File: src/rtl/lpe_pkg.sv
// Shared definitions for the linear processing array edge blocks:
// beat classification, default tuser flag masks and collector states.
package lpe_pkg;

  typedef enum logic [1:0] {
    BEAT_NONE = 2'd0,
    BEAT_OP   = 2'd1,
    BEAT_RSLT = 2'd2,
    BEAT_BAD  = 2'd3
  } beat_t;

  typedef enum logic {
    ST_COLLECT = 1'b0,
    ST_FLUSH   = 1'b1
  } collector_state_t;

  // Flag positions for the default 8-bit column tuser.
  localparam logic [7:0] DEFAULT_OP1_USER_MASK  = 8'h40;
  localparam logic [7:0] DEFAULT_RSLT_USER_MASK = 8'h80;

  // Beat type from the two tuser flag hits; both set is a malformed beat.
  function automatic beat_t classify_beat(input logic op1_hit, input logic rslt_hit);
    beat_t b;
    case ({op1_hit, rslt_hit})
      2'b10:   b = BEAT_OP;
      2'b01:   b = BEAT_RSLT;
      2'b11:   b = BEAT_BAD;
      default: b = BEAT_NONE;
    endcase
    return b;
  endfunction

endpackage

File: src/rtl/axis_skid_buffer.sv
// Two-entry AXI Stream register slice: one cycle latency, full throughput,
// registered ready on the upstream side. Ready is low while in reset.
module axis_skid_buffer #(
  parameter int unsigned WIDTH = 17
) (
  input  logic             clk,
  input  logic             rst,
  input  logic [WIDTH-1:0] s_data,
  input  logic             s_valid,
  output logic             s_ready,
  output logic [WIDTH-1:0] m_data,
  output logic             m_valid,
  input  logic             m_ready
);

  logic [WIDTH-1:0] main_q;
  logic [WIDTH-1:0] skid_q;
  logic             main_v;
  logic             skid_v;
  logic             rdy_q;
  logic             s_fire;

  assign s_fire  = s_valid && rdy_q;
  assign s_ready = rdy_q;
  assign m_data  = main_q;
  assign m_valid = main_v;

  // Main register feeds the output; skid register catches the one beat
  // accepted in the cycle the output stalls.
  always_ff @(posedge clk) begin
    if (rst) begin
      main_v <= 1'b0;
      skid_v <= 1'b0;
      rdy_q  <= 1'b0;
    end else if (!main_v || m_ready) begin
      if (skid_v) begin
        main_q <= skid_q;
        main_v <= 1'b1;
        skid_v <= 1'b0;
      end else begin
        main_v <= s_fire;
        if (s_fire) main_q <= s_data;
      end
      rdy_q <= 1'b1;
    end else if (s_fire) begin
      skid_q <= s_data;
      skid_v <= 1'b1;
      rdy_q  <= 1'b0;
    end else begin
      rdy_q <= !skid_v;
    end
  end

endmodule

File: src/rtl/lpe_result_collector.sv
// Bottom-of-column terminator: drops operand leakage, frames the
// PE_NUMBER_J results of each vector into one output packet and flags
// framing/flag errors, resynchronising on the next input tlast.
module lpe_result_collector
  import lpe_pkg::*;
#(
  parameter int unsigned DATA_WIDTH  = 16,
  parameter int unsigned PE_NUMBER_J = 4,
  parameter int unsigned USER_WIDTH  = 8,
  parameter logic [USER_WIDTH-1:0] OP1_USER_MASK  = USER_WIDTH'(1) << (USER_WIDTH-2),
  parameter logic [USER_WIDTH-1:0] RSLT_USER_MASK = USER_WIDTH'(1) << (USER_WIDTH-1),
  parameter int unsigned DEST_WIDTH  = 8,
  parameter int unsigned ID_WIDTH    = 8,
  parameter logic [DEST_WIDTH-1:0] OUTPUT_DEST = DEST_WIDTH'(1),
  parameter logic [ID_WIDTH-1:0]   OUTPUT_ID   = ID_WIDTH'(1)
) (
  input  logic                  clk,
  input  logic                  rst,
  input  logic [DATA_WIDTH-1:0] s_axis_tdata,
  input  logic                  s_axis_tvalid,
  output logic                  s_axis_tready,
  input  logic                  s_axis_tlast,
  input  logic [USER_WIDTH-1:0] s_axis_tuser,
  output logic [DATA_WIDTH-1:0] m_axis_tdata,
  output logic                  m_axis_tvalid,
  input  logic                  m_axis_tready,
  output logic                  m_axis_tlast,
  output logic [DEST_WIDTH-1:0] m_axis_tdest,
  output logic [ID_WIDTH-1:0]   m_axis_tid,
  output logic [15:0]           vec_count,
  output logic                  err_count_mismatch,
  output logic                  err_missing_last,
  output logic                  err_user_flag
);

  localparam int unsigned IDX_W = (PE_NUMBER_J > 1) ? $clog2(PE_NUMBER_J) : 1;
  localparam logic [IDX_W-1:0] LAST_IDX = IDX_W'(PE_NUMBER_J - 1);

  collector_state_t state;
  logic [IDX_W-1:0] idx;
  logic             run_q;
  beat_t            beat;
  logic             fwd_cand;
  logic             accept;
  logic             skid_ready;
  logic             skid_valid;
  logic             out_last;

  assign beat     = classify_beat(|(s_axis_tuser & OP1_USER_MASK),
                                  |(s_axis_tuser & RSLT_USER_MASK));
  assign fwd_cand = (state == ST_COLLECT) && (beat == BEAT_RSLT);

  // Only forwarded results see output back-pressure; everything else is
  // swallowed as soon as the block is out of reset.
  assign s_axis_tready = run_q && (fwd_cand ? skid_ready : 1'b1);
  assign accept        = s_axis_tvalid && s_axis_tready;
  assign skid_valid    = s_axis_tvalid && run_q && fwd_cand;
  assign out_last      = s_axis_tlast || (idx == LAST_IDX);

  assign m_axis_tdest = OUTPUT_DEST;
  assign m_axis_tid   = OUTPUT_ID;

  axis_skid_buffer #(
    .WIDTH(DATA_WIDTH + 1)
  ) u_skid (
    .clk     (clk),
    .rst     (rst),
    .s_data  ({out_last, s_axis_tdata}),
    .s_valid (skid_valid),
    .s_ready (skid_ready),
    .m_data  ({m_axis_tlast, m_axis_tdata}),
    .m_valid (m_axis_tvalid),
    .m_ready (m_axis_tready)
  );

  // Framing state machine: result index, packet count and error pulses.
  always_ff @(posedge clk) begin
    if (rst) begin
      state              <= ST_COLLECT;
      idx                <= '0;
      vec_count          <= '0;
      run_q              <= 1'b0;
      err_count_mismatch <= 1'b0;
      err_missing_last   <= 1'b0;
      err_user_flag      <= 1'b0;
    end else begin
      run_q              <= 1'b1;
      err_count_mismatch <= 1'b0;
      err_missing_last   <= 1'b0;
      err_user_flag      <= 1'b0;
      if (accept) begin
        if (beat == BEAT_BAD) begin
          err_user_flag <= 1'b1;
        end else if (beat == BEAT_RSLT) begin
          if (state == ST_FLUSH) begin
            if (s_axis_tlast) state <= ST_COLLECT;
            idx <= '0;
          end else if (idx == LAST_IDX) begin
            idx <= '0;
            if (s_axis_tlast) begin
              vec_count <= vec_count + 16'd1;
            end else begin
              err_missing_last <= 1'b1;
              state            <= ST_FLUSH;
            end
          end else if (s_axis_tlast) begin
            err_count_mismatch <= 1'b1;
            idx                <= '0;
          end else begin
            idx <= idx + 1'b1;
          end
        end
      end
    end
  end

endmodule

File: config.mk
export PLATFORM = sky130hd
export DESIGN_NAME = lpe_result_collector
export DESIGN_NICKNAME = d
export VERILOG_FILES = /design/src/rtl/lpe_pkg.sv /design/src/rtl/axis_skid_buffer.sv /design/src/rtl/lpe_result_collector.sv
export SDC_FILE = /design/constraint.sdc
export NUM_CORES = 1
export LEC_CHECK = 0
export CORE_ASPECT_RATIO = 0.6
export CORE_MARGIN = 2
export CORE_UTILIZATION = 41
export CTS_CLUSTER_SIZE = 24
export DETAILED_ROUTE_END_ITERATION = 12
export GPL_TIMING_DRIVEN = 1
export PLACE_DENSITY = 0.75
export SYNTH_ARGS = -nofsm -noshare
export SYNTH_HDL_FRONTEND = slang
export SYNTH_HIERARCHICAL = 1
export SYNTH_SLANG_ARGS = --single-unit
File: constraint.sdc
create_clock -name clk -period 2.45 [get_ports clk]
set_input_delay 0.245 -clock clk [delete_from_list [all_inputs] [get_ports clk]]
set_output_delay 0.245 -clock clk [all_outputs]
set_load 0.005 [all_outputs]
* Word-level counts from Yosys, hierarchy flattened *
Cells that the tools add are included.

word-level totals
  flip-flop bits (word level) = 60
  bits in latches = 0
  RAM bits = 0
  memory bits (read-only) = 0
  input bits = 29
  output and inout port bits = 54
  word-level logic and storage cells = 61
  memories = 0

cells by class
  add/subtract/negate cells = 2
  multipliers = 0
  div/mod/pow operators = 0
  magnitude comparators = 0
  equality and inequality tests = 6
  shift operators = 0
  muxes and demuxes = 16
  bitwise logic cells = 6
  reduce and logical (&&, ||, !) cells = 19

operators with widths
  kind                                                                    number
  17-bit two-way mux                                                      2
  16-bit by 1-bit adder with 16-bit output (second input constant)        1
  2-bit equality test (second input constant)                             5
  1-bit two-way mux                                                       10
  3-bit AND reduction                                                     3
  1-bit logical AND                                                       6
  2-bit two-way mux                                                       3
  1-bit NOT                                                               6
  2-bit case mux with 3 select lines                                      1
  6-bit AND reduction                                                     1
  6-bit OR reduction                                                      1
  5-bit OR reduction                                                      1
  2-bit OR reduction                                                      2
  2-bit by 1-bit adder with 2-bit output (second input constant)          1
  2-bit by 1-bit equality test with 1-bit output (second input constant)  1
  1-bit zero test                                                         2
  1-bit logical OR                                                        2
  2-bit nonzero test                                                      1

* Depth between registers and ports, before layout *
Gate-level depths: netlist of the first run.

  word-level depth = 9
  depth in mapped cells = 6
  depth with buffers taken out = 5

* Hierarchy *
The synthesis of the first run kept the hierarchy.

by module, submodules not included
  module                times used  cells each  area each (um^2)  seq. area each (um^2)
  axis_skid_buffer      1           65          1,392.6           1,081.0
  lpe_result_collector  1           136         1,174.9           460.4

* Worst setup path after synthesis of the first run *
OpenSTA, ideal clock, no wires.

  path kind = register -> register
  from = register run_q
  to = register u_skid.main_q[0] (netlist: u_skid/m_data[0]), enable pin
  library setup time = 0.413 ns
  data arrival time = 2.052 ns
  data required time = 2.037 ns
  slack = -0.014 ns
  stages on the path, launching flop included = 6
  path buffers = 1
  period minus slack after synthesis = 2.464 ns
  cell sequence = dfxtp_1 nand4b_4 buf_6 nor2_1 a21oi_1 nor3_1

between the ends
  longest elaborated chain between the ends = 5

ends and longest elaborated chain
  element                         RTL line                    text
  from (decl)                     lpe_result_collector.sv:41  logic run_q;
  from (signal assigned)          lpe_result_collector.sv:82  run_q <= 1'b0;
  from (signal assigned)          lpe_result_collector.sv:87  run_q <= 1'b1;
  1-bit logical AND (2 in a row)  lpe_result_collector.sv:57  assign skid_valid = s_axis_tvalid && run_q && fwd_cand;
  named net skid_valid            lpe_result_collector.sv:46  logic skid_valid;
  1-bit logical AND               axis_skid_buffer.sv:23      assign s_fire = s_valid && rdy_q;
  2-bit nonzero test (no line)    --
  3-bit AND reduction (no line)   --
  to (signal assigned)            axis_skid_buffer.sv:37      main_q <= skid_q;
  to (signal assigned)            axis_skid_buffer.sv:42      if (s_fire) main_q <= s_data;
  to (decl)                       axis_skid_buffer.sv:16      logic [WIDTH-1:0] main_q;

The timed path passes the listed nets, and every way through them passes these cells.
A chain may end at the register's enable or synchronous reset.

* Worst setup path in the final report of the first run *
  from = register idx[1]
  to = register vec_count[15]

between the ends
  longest elaborated chain between the ends = 2

ends and longest elaborated chain
  element                        RTL line                     text
  from (decl)                    lpe_result_collector.sv:40   logic [IDX_W-1:0] idx;
  from (signal assigned)         lpe_result_collector.sv:110  idx <= idx + 1'b1;
  2-bit equality test            lpe_result_collector.sv:98   end else if (idx == LAST_IDX) begin
  6-bit AND reduction (no line)  --
  to (signal assigned)           lpe_result_collector.sv:101  vec_count <= vec_count + 16'd1;
  to (decl)                      lpe_result_collector.sv:30   output logic [15:0] vec_count,

No other way between the ends.

==> results.md, run 1 <==
* Leading post-synthesis cells by cell area: edfxtp_1 (40%), dfxtp_1 (20%), mux2_4 (5.8%)
* Router iterations before antenna repair at 4
* Crit Path Class: reg -> reg
* ANT nets after route at 0
* Leak at 1.19 nW
* Mean Syn Cell Area at ~13 um2
* Post-synth EDFFs at 34
* Vias in the first global route at 1616
* Final HPWL DP at ~3500 um
* # diodes at 0
* Synth warn at 6
* Clock sink count at 60
* # IOs at slightly above 80
* Max Slew Vio Count at 0
* Total Routing Usage GR at 0.150
* Outcome: complete, no violations
* Largest net degree at the start of global routing at 18
* Min-delay worst type: in -> reg
* P_sw at 0.395 mW
* Vias/cell at 4.79
* Placement Cell Area at roughly 0.0032 mm2
* CTS H-Tree Depth at 3
* Clock skew at 0.00558 ns
* Required time of the critical path at 2.70 ns
* Setup-failing EPs final at 0
* Combinational share of power at 0.046
* Initial Util at 0.422
* Post-CTS sizing at 0
* Max cap viols at 0
* Final nets at 300
* Setup_tns at 0 ns
* Sequential-to-total area share from yosys stat at 0.600
* Row count at 22
* Buffers added on ports at 60
* Die height at 65.3 um
* Dpl ws at 0.0984 ns
* Minimum clock period at about 2.1 ns
* Ratio of cells with drive above 1 in the final layout at 0.161
* Crit-path cells: ha_1 > nand4b_2 > or4_4 > or4_1 > a21oi_1
* Clock root buffer: clkbuf_8
* Area Overhead vs Synth at 32.2%
* Most common cell after layout, fill and taps aside: clkdlybuf4s50_1
* Pwr/cell area at 603 mW/mm2
* Critical path endpoint category: flop
* Unrepaired setup endpoints after global routing: no
* Cts hold-fix bufs at 0
* Antenna violations before repair at 0
* Gr ovfl total at 0
* Die area at 0.00693 mm2
* Worst Path Arrival at 2.40 ns
* Clock group share of total power at 0.430
* Wire length per cell at 13.7 um
* Internal power at between 1.5 and 2 mW
* Switch share at 0.193
* Chip Width at ~110 um
* Max Root-Sink Buffers at 2
* Post-Syn Area at 0.00257 mm2
* CP Max Fanout at 11
* Clk_lat worst skew at 0.33 ns
* VDD IR max at 330 uV
* Final hold viol count at 0
* Worst setup SP type: flop
* GP Congestion at 0.790
* Fmax at roughly 470 MHz
* Core area at 0.00608 mm2
* Clock Pin Slew Worst Setup and Hold Paths at approximately 0.06 ns
* Final worst slack at 0.307 ns
* Slew @ Worst Pin at 0.526 ns
* Post-CTS Setup Inserts at 0
* Design area at 0.00339 mm2
* Post-Syn Instances at 201
* Post-synth ARST share at 0
* # DRC at 0
* Slowest cell on the critical path: or4_4
* Initial DRC Count at 51
* #FFs+latches synth at 60
* Leading area contributor after synthesis: edfxtp_1
* CTS tree: done
* Number of buffers created by CTS at 9
* Relative slew slack at 0.648
* Vias at 1714
* WL final at 4890 um
* Sequential Power Share at 0.523
* Yosys cell types at 36
* Period utilisation layout at 0.875
* Primary FF master, synth: edfxtp_1
* Yosys top cell area share at 0.398
* First-pass GRT wire length at 7770 um
* Most frequent cells in the layout: clkdlybuf4s50_1 (60), edfxtp_1 (34), dfxtp_1 (26)
* CP peak stage delay at around 0.63 ns
[final cells by class]
class                           count  area, um2
Clock buffer                       14        163
Inverter                            6       22.5
Fill cell                         547       2690
Tap cell                           84        105
Clock inverter                      2       35.0
Multi-Input combinational cell    126        881
Timing Repair Buffer               66        646
Sequential cell                    60       1540
[registers in the layout, indices dropped and copies added, names as in the netlist]
signal              count
err_missing_last        1
u_skid/s_ready          1
state                   1
u_skid/m_valid          1
u_skid/skid_q          17
err_user_flag           1
run_q                   1
u_skid/skid_v           1
idx                     2
err_count_mismatch      1
u_skid/m_data          17
vec_count              16
[stage by stage]
step | total power [mW] | cells | utilization | hold WS [ns]
6_report | 2.05 | 358 | 0.558 | 0.501
5_1_grt | 2.13 | 358 | 0.558 | 0.480
4_1_cts | 2.07 | 358 | 0.558 | 0.484
3_5_place_dp | 1.19 | 342 | 0.525 | 0.492
3_3_place_gp | 1.18 | 342 | 0.525 | 0.467
2_1_floorplan | 1.15 | 215 | - | 0.314
[final timing paths]
| path | from | cells after the start | to | slack [ns] |
|---|---|---|---|---|
| setup / recovery | idx[1]$_SDFFE_PP0P_ | 5 | vec_count[15]$_SDFFE_PP0P_ | 0.31 |
| hold / removal | s_axis_tdata[8] | 1 | u_skid/skid_q[8]$_DFFE_PP_ | 0.50 |
| setup reg to reg | idx[1]$_SDFFE_PP0P_ | 5 | vec_count[15]$_SDFFE_PP0P_ | 0.31 |
| hold reg to reg | vec_count[15]$_SDFFE_PP0P_ | 2 | vec_count[15]$_SDFFE_PP0P_ | 0.51 |
[kinds of logic after synthesis]
| kind of cell | Yosys count | synth area share |
|---|---|---|
| mux | 18 | 0.0936 |
| other cells | 2 | 0.00293 |
| compound gates | 27 | 0.0585 |
| fa+ha+maj | 2 | 0.00975 |
| buf+inv | 29 | 0.0809 |
| xor+xnor | 6 | 0.0205 |
| flops | 60 | 0.600 |
| simple gates | 57 | 0.134 |
[per-layer routing]
layer	up-vias	GRT usage	wire length [um]
met5	-	0	0
met4	0	0.0674	54
met3	6	0.0595	305
met2	56	0.240	2260
met1	812	0.180	2280
li1	840	-	-
[cells in the mapped netlist (all sizes together), types with 3 or more instances]
| cell | number |
|---|---|
| o21ai | 9 |
| nand2 | 7 |
| or3 | 8 |
| buf | 20 |
| edfxtp | 34 |
| a21oi | 13 |
| nor2 | 12 |
| xnor2 | 6 |
| nor3 | 5 |
| inv | 6 |
| clkbuf | 3 |
| or4 | 3 |
| nand3 | 5 |
| nand4 | 4 |
| mux2 | 18 |
| dfxtp | 26 |
[worst max-delay path, delay by kind of cell (launching register included)]
kind | cells | cell delay [ns]
flip-flops | 1 | 0.34
AO/OA/AOI/OAI | 1 | 0.17
AND/OR/NAND/NOR | 3 | 1.32
adder cells (fa/ha/maj) | 1 | 0.24
[power by group through the flow]
stage | clock [mW] | sequential, mW | combinational (mW)
6_report | 0.881 | 1.07 | 0.0951
5_1_grt | 0.952 | 1.07 | 0.103
4_1_cts | 0.906 | 1.07 | 0.0955
3_5_place_dp | 0 | 1.09 | 0.0950
3_3_place_gp | 0 | 1.09 | 0.0921
2_1_floorplan | 0 | 1.09 | 0.0562
Note: power is estimated with default switching activity, not from simulation.
==> run 2, diff against run 1 <==
--- a/constraint.sdc
+++ b/constraint.sdc
@@ -3,2 +3,2 @@
 set_output_delay 0.245 -clock clk [all_outputs]
-set_load 0.005 [all_outputs]
+set_load 0.05 [all_outputs]
==> results.md, run 2 (synthesis results as in run 1) <==
* Grt met2 use at 0.222 (was 0.240)
* Number of buffers created by CTS at 9 (unchanged)
* CP Capture Point: vec_count[15]$_SDFFE_PP0P_ (unchanged)
* Placed insts at 343 (was 342)
* Clock sink count at 60 (unchanged)
* Period utilisation layout at 0.859 (was 0.875)
* CP Max Fanout at 11 (unchanged)
* Outcome: complete, no violations (unchanged)
* Clock skew at 0.00441 ns (was 0.00558 ns)
* Unrepaired setup endpoints after global routing: no (unchanged)
* Relative slew slack at 0.661 (was 0.648)
* Final hold viol count at 0 (unchanged)
* Ratio of cells with drive above 1 in the final layout at 0.167 (was 0.161)
* Setup-failing EPs final at 0 (unchanged)
* Crit-path cells: ha_1 > nand4b_2 > or4_4 > or4_1 > a21oi_1 (unchanged)
* Critical path endpoint category: flop (unchanged)
* Total Routing Usage GR at 0.144 (was 0.150)
* Internal power at 1.62 mW (was 1.65 mW)
* Die height at 65.3 um (unchanged)
* Worst Path Arrival at 2.36 ns (was 2.40 ns)
* Wire length per cell at 13.1 um (was 13.7 um)
* Leak at 1.20 nW (was 1.19 nW)
* CTS H-Tree Depth at 3 (unchanged)
* CP peak stage delay at 0.62 ns (was 0.63 ns)
* Chip Width at 106 um (unchanged)
* Combinational share of power at 0.075 (was 0.046)
* Vias in the first global route at 1556 (was 1616)
* RR Startpoint: idx[1]$_SDFFE_PP0P_ (unchanged)
* Register area at 0.00154 mm2 (unchanged)
* Pwr/cell area at 609 mW/mm2 (was 603 mW/mm2)
* Clk_lat worst skew at 0.33 ns (about the same)
* Buffers added on ports at 60 (unchanged)
* Core area at 0.00608 mm2 (unchanged)
* Gr ovfl total at 0 (unchanged)
* Slew @ Worst Pin at 0.506 ns (was 0.526 ns)
* R2r setup slk at 0.34 ns (was 0.31 ns)
* Required time of the critical path at 2.71 ns (was 2.70 ns)
* Worst reg2reg path depth at 5 (unchanged)
* Cts hold-fix bufs at 0 (unchanged)
* Hold slack at 0.494 ns (was 0.501 ns)
* Vias/cell at 4.74 (was 4.79)
* CTS tree: done (unchanged)
* Non-Filler Instances at 359 (was 358)
* P_sw at 0.463 mW (was 0.395 mW)
* Crit Path Class: reg -> reg (unchanged)
* Setup_tns at 0 ns (unchanged)
* Die area at 0.00693 mm2 (unchanged)
* Final nets at 301 (was 300)
* Dpl ws at 0.174 ns (was 0.0984 ns)
* Row count at 22 (unchanged)
* Worst R2R End: vec_count[15]$_SDFFE_PP0P_ (unchanged)
* # diodes at 0 (unchanged)
* Initial Util at 0.422 (unchanged)
* Min-delay worst type: reg -> reg (was in -> reg)
* Post-CTS sizing at 0 (unchanged)
* Max cap viols at 0 (unchanged)
* Delay-heaviest family, CP: simple AND/OR/NAND/NOR gates (unchanged)
* First-pass GRT wire length at 7490 um (was 7770 um)
* Design area at 0.00341 mm2 (was 0.00339 mm2)
* Most frequent cells in the layout: clkdlybuf4s50_1 (60), edfxtp_1 (34), dfxtp_1 (26) (unchanged)
* Clock Pin Slew Worst Setup and Hold Paths at 0.06 ns (about the same)
* Minimum clock period at 2.11 ns (was 2.14 ns)
* Switch share at 0.223 (was 0.193)
* Slowest cell on the critical path: or4_4 (unchanged)
* CP Depth at 5 (unchanged)
* Worst path buffer plus inverter count at 0 (unchanged)
* VDD IR max at 264 uV (was 330 uV)
* Clock group share of total power at 0.411 (was 0.430)
* Largest net degree at the start of global routing at 18 (unchanged)
* Vias at 1701 (was 1714)
* Antenna violations before repair at 0 (unchanged)
* # IOs at 83 (unchanged)
* Placement Cell Area at 0.00322 mm2 (was 0.00320 mm2)
* Fmax at 475 MHz (was 467 MHz)
* Max Slew Vio Count at 0 (unchanged)
* Router iterations before antenna repair at 4 (unchanged)
* Most common cell after layout, fill and taps aside: clkdlybuf4s50_1 (unchanged)
* Final worst slack at 0.345 ns (was 0.307 ns)
* Final HPWL DP at 3320 um (was 3490 um)
* Met1 Track Usage GR at 0.182 (was 0.180)
* # DRC at 0 (unchanged)
* Filler Cell Count at 512 (was 547)
* M3 GR Usage at 0.0615 (was 0.0595)
* GRT Max-Usage Layer: met2 (unchanged)
* Sequential Power Share at 0.515 (was 0.523)
* Post-CTS Setup Inserts at 0 (unchanged)
* GP Congestion at 0.782 (was 0.790)
* Max Root-Sink Buffers at 2 (unchanged)
* Crit. Startpoint: idx[1]$_SDFFE_PP0P_ (unchanged)
* Worst setup SP type: flop (unchanged)
* Area of the multi-input gates at 887 um2 (was 881 um2)
* WL final at 4710 um (was 4890 um)
* Initial DRC Count at 48 (was 51)
* Area Overhead vs Synth at 33.0% (was 32.2%)
* Clock root buffer: clkbuf_8 (unchanged)
* ANT nets after route at 0 (unchanged)
[run 2: changes by cell type in the layout (fill, tap and decap cells not counted)]
cell / before / now
clkinvlp_4: 0 / 1
buf_12: 0 / 1
clkbuf_1: 3 / 1
clkinv_2: 1 / 2
clkbuf_8: 11 / 10
nor3_2: 2 / 1
clkinv_1: 0 / 1
nor3_4: 0 / 1
[run 2: how the worst min path moves through the flow]
stage	startpoint	endpoint	slack (ns)	depth (start not counted)
floorplan	rst	u_skid/m_valid$_SDFFE_PP0P_	0.31	1
global placement	vec_count[15]$_SDFFE_PP0P_	vec_count[15]$_SDFFE_PP0P_	0.47	2
detailed placement	vec_count[12]$_SDFFE_PP0P_	vec_count[12]$_SDFFE_PP0P_	0.49	2
CTS	s_axis_tdata[10]	u_skid/skid_q[10]$_DFFE_PP_	0.49	1
global route	s_axis_tdata[10]	u_skid/skid_q[10]$_DFFE_PP_	0.49	1
finish	vec_count[15]$_SDFFE_PP0P_	vec_count[15]$_SDFFE_PP0P_	0.49	2
[run 2: power groups by stage]
stage               registers [mW]  clock network, mW  logic [mW]
CTS                           1.07              0.885       0.156
global placement              1.09                  0       0.153
detailed placement            1.09                  0       0.155
finish                        1.07              0.855       0.155
global route                  1.07              0.935       0.163
floorplan                     1.10                  0       0.109
[run 2: routing by layer]
layer / up-vias / wire length, um / share of wire
met5: - / 0 / 0
met4: 0 / 41 / 0.0087
met3: 5 / 325 / 0.069
met2: 51 / 2110 / 0.45
met1: 803 / 2240 / 0.47
li1: 842 / - / -
[run 2: per-stage QoR]
stage | total power, mW | utilization
after floorplan | 1.21 | -
after global placement | 1.24 | 0.530
after detailed placement | 1.25 | 0.530
after CTS | 2.11 | 0.561
after global routing | 2.17 | 0.561
final | 2.08 | 0.561
[run 2: worst min-delay path: stages (launching register included)]
cell	delay, ns
dfxtp_1	0.32
o31ai_1	0.06
a21oi_1	0.06
[run 2: final cells by class]
type / count / share of cell area
clock inverter: 5 / 0.0150
multi-input combinational: 126 / 0.260
sequential: 60 / 0.451
clock buffer: 11 / 0.0414
timing repair buffer: 67 / 0.195
tap: 84 / 0.0308
inverter: 6 / 0.00660
==> run 3, diff against run 2 <==
Settings changed: CORE_UTILIZATION 41 to 35, PLACE_DENSITY 0.75 to 0.66, REMOVE_ABC_BUFFERS set to 1.
==> results.md, run 3 (synthesis results as in run 1) <==
* Slowest cell on the critical path: or4_4 (unchanged)
* CP Max Fanout at 11 (unchanged)
* # DRC at 0 (unchanged)
* Router iterations before antenna repair at 4 (unchanged)
* Ratio of cells with drive above 1 in the final layout at 0.158 (was 0.167)
* Final nets at 304 (was 301)
* Initial DRC Count at 103 (was 48)
* CTS tree: done (unchanged)
* Cts hold-fix bufs at 0 (unchanged)
* Clock Pin Slew Worst Setup and Hold Paths at 0.05 ns (was 0.06 ns)
* Critical path endpoint category: flop (unchanged)
* Die area at 0.00806 mm2 (was 0.00693 mm2)
* Number of buffers created by CTS at 9 (unchanged)
* Vias/cell at 4.54 (was 4.74)
* R2r setup slk at 0.40 ns (was 0.34 ns)
* Clk_lat worst skew at 0.32 ns (was 0.33 ns)
* Clock skew at 0.00520 ns (was 0.00441 ns)
* Most frequent cells in the layout: clkdlybuf4s50_1 (60), edfxtp_1 (34), dfxtp_1 (26) (unchanged)
* Die height at 70.3 um (was 65.3 um)
* Relative slew slack at 0.645 (was 0.661)
* Post-CTS Setup Inserts at 0 (unchanged)
* Required time of the critical path at 2.70 ns (was 2.71 ns)
* RR Startpoint: idx[1]$_SDFFE_PP0P_ (unchanged)
* Worst path buffer plus inverter count at 0 (unchanged)
* Clock root buffer: clkbuf_16 (was clkbuf_8)
* Vias in the first global route at 1507 (was 1556)
* CTS H-Tree Depth at 3 (unchanged)
* Min-delay worst type: reg -> reg (unchanged)
* HP Start: vec_count[15]$_SDFFE_PP0P_ (unchanged)
* Crit Path Class: reg -> reg (unchanged)
* VDD IR max at 358 uV (was 264 uV)
* ANT nets after route at 0 (unchanged)
* # diodes at 0 (unchanged)
* Post-CTS sizing at 0 (unchanged)
* Chip Width at 115 um (was 106 um)
* Initial Util at 0.358 (was 0.422)
* Most common cell after layout, fill and taps aside: clkdlybuf4s50_1 (unchanged)
* Delay-heaviest family, CP: simple AND/OR/NAND/NOR gates (unchanged)
* Setup-failing EPs final at 0 (unchanged)
* Buffers added on ports at 60 (unchanged)
* Worst R2R End: vec_count[15]$_SDFFE_PP0P_ (unchanged)
* Pwr/cell area at 656 mW/mm2 (was 609 mW/mm2)
* Total Routing Usage GR at 0.126 (was 0.144)
* Largest net degree at the start of global routing at 22 (was 18)
* Antenna violations before repair at 0 (unchanged)
* Clock sink count at 60 (unchanged)
* WL final at 4860 um (was 4710 um)
* Max Slew Vio Count at 0 (unchanged)
* Non-Filler Instances at 369 (was 359)
* Dpl ws at 0.165 ns (was 0.174 ns)
* Crit-path cells: ha_1 > nand4b_2 > or4_4 > or4_1 > a21oi_1 (unchanged)
* # IOs at 83 (unchanged)
* Max Root-Sink Buffers at 2 (unchanged)
* WHS Path Cells at 2 (unchanged)
* Vias at 1677 (was 1701)
* Wire length per cell at 13.2 um (was 13.1 um)
* Placed insts at 353 (was 343)
* Gr ovfl total at 0 (unchanged)
* Core area at 0.00718 mm2 (was 0.00608 mm2)
* Minimum clock period at 2.05 ns (was 2.11 ns)
* Worst setup SP type: flop (unchanged)
* Layout Utilization at 0.486 (was 0.561)
* Hold path endpoint: vec_count[15]$_SDFFE_PP0P_ (unchanged)
* Row count at 24 (was 22)
* Filler Cell Count at 626 (was 512)
* CP peak stage delay at 0.62 ns (about the same)
* Worst Path Arrival at 2.31 ns (was 2.36 ns)
* Max cap viols at 0 (unchanged)
* Final hold viol count at 0 (unchanged)
* First-pass GRT wire length at 7480 um (was 7490 um)
* Final HPWL DP at 3480 um (was 3320 um)
* Outcome: complete, no violations (unchanged)
* Fmax at 487 MHz (was 475 MHz)
* GP Congestion at 0.700 (was 0.782)
* Final worst slack at 0.396 ns (was 0.345 ns)
* Period utilisation layout at 0.838 (was 0.859)
* Worst reg2reg path depth at 5 (unchanged)
* Slew @ Worst Pin at 0.525 ns (was 0.506 ns)
* Area Overhead vs Synth at 35.8% (was 33.0%)
* Unrepaired setup endpoints after global routing: no (unchanged)
* Leak at 1.23 nW (was 1.20 nW)
## run 3: worst min-delay path: cells and delay by family, from the launching register on
family          cells  cell delay (ns)
flops               1             0.32
compound gates      2             0.12
## run 3: how the worst max path moves through the flow
stage                          startpoint                    endpoint  depth (start not counted)
5_1_grt               idx[1]$_SDFFE_PP0P_  vec_count[15]$_SDFFE_PP0P_                          5
4_1_cts         u_skid/s_ready$_SDFF_PP0_               s_axis_tready                          3
3_5_place_dp                 s_axis_tlast  vec_count[15]$_SDFFE_PP0P_                          5
6_report              idx[1]$_SDFFE_PP0P_  vec_count[15]$_SDFFE_PP0P_                          5
3_3_place_gp                 s_axis_tlast  vec_count[15]$_SDFFE_PP0P_                          5
2_1_floorplan  u_skid/skid_v$_SDFFE_PP0P_  u_skid/m_data[0]$_DFFE_PP_                          2
## run 3: layout make-up
cell class              count  area (um2)  share of cell area
clock buffers              11         233              0.0668
well taps                  91         114              0.0327
multi-input cells         126         881               0.253
repair buffers             70         676               0.194
clock inverters             5        18.8             0.00538
inverters                   6        22.5             0.00646
flip-flops and latches     60        1540               0.442
## run 3: power breakdown
group	switching [mW]	internal, mW
Clock	0.395	0.664
Combinational	0.0951	0.0586
Sequential	0.00310	1.07
Total	0.493	1.79
## run 3: layer usage
layer | up-vias | track usage | wire length, um
li1 | 856 | - | -
met1 | 771 | 0.172 | 2420
met2 | 45 | 0.164 | 2110
met3 | 5 | 0.0694 | 300
met4 | 0 | 0.0447 | 29
met5 | - | 0 | 0
## run 3: metrics by stage
stage / total power, mW / cell area (um2) / TNS, ns / hold WS [ns]
floorplan: 1.18 / 2430 / -3.36 / 0.302
global placement: 1.24 / 3230 / 0 / 0.468
detailed placement: 1.25 / 3230 / 0 / 0.476
CTS: 2.32 / 3490 / 0 / 0.484
global route: 2.38 / 3490 / 0 / 0.497
finish: 2.29 / 3490 / 0 / 0.487
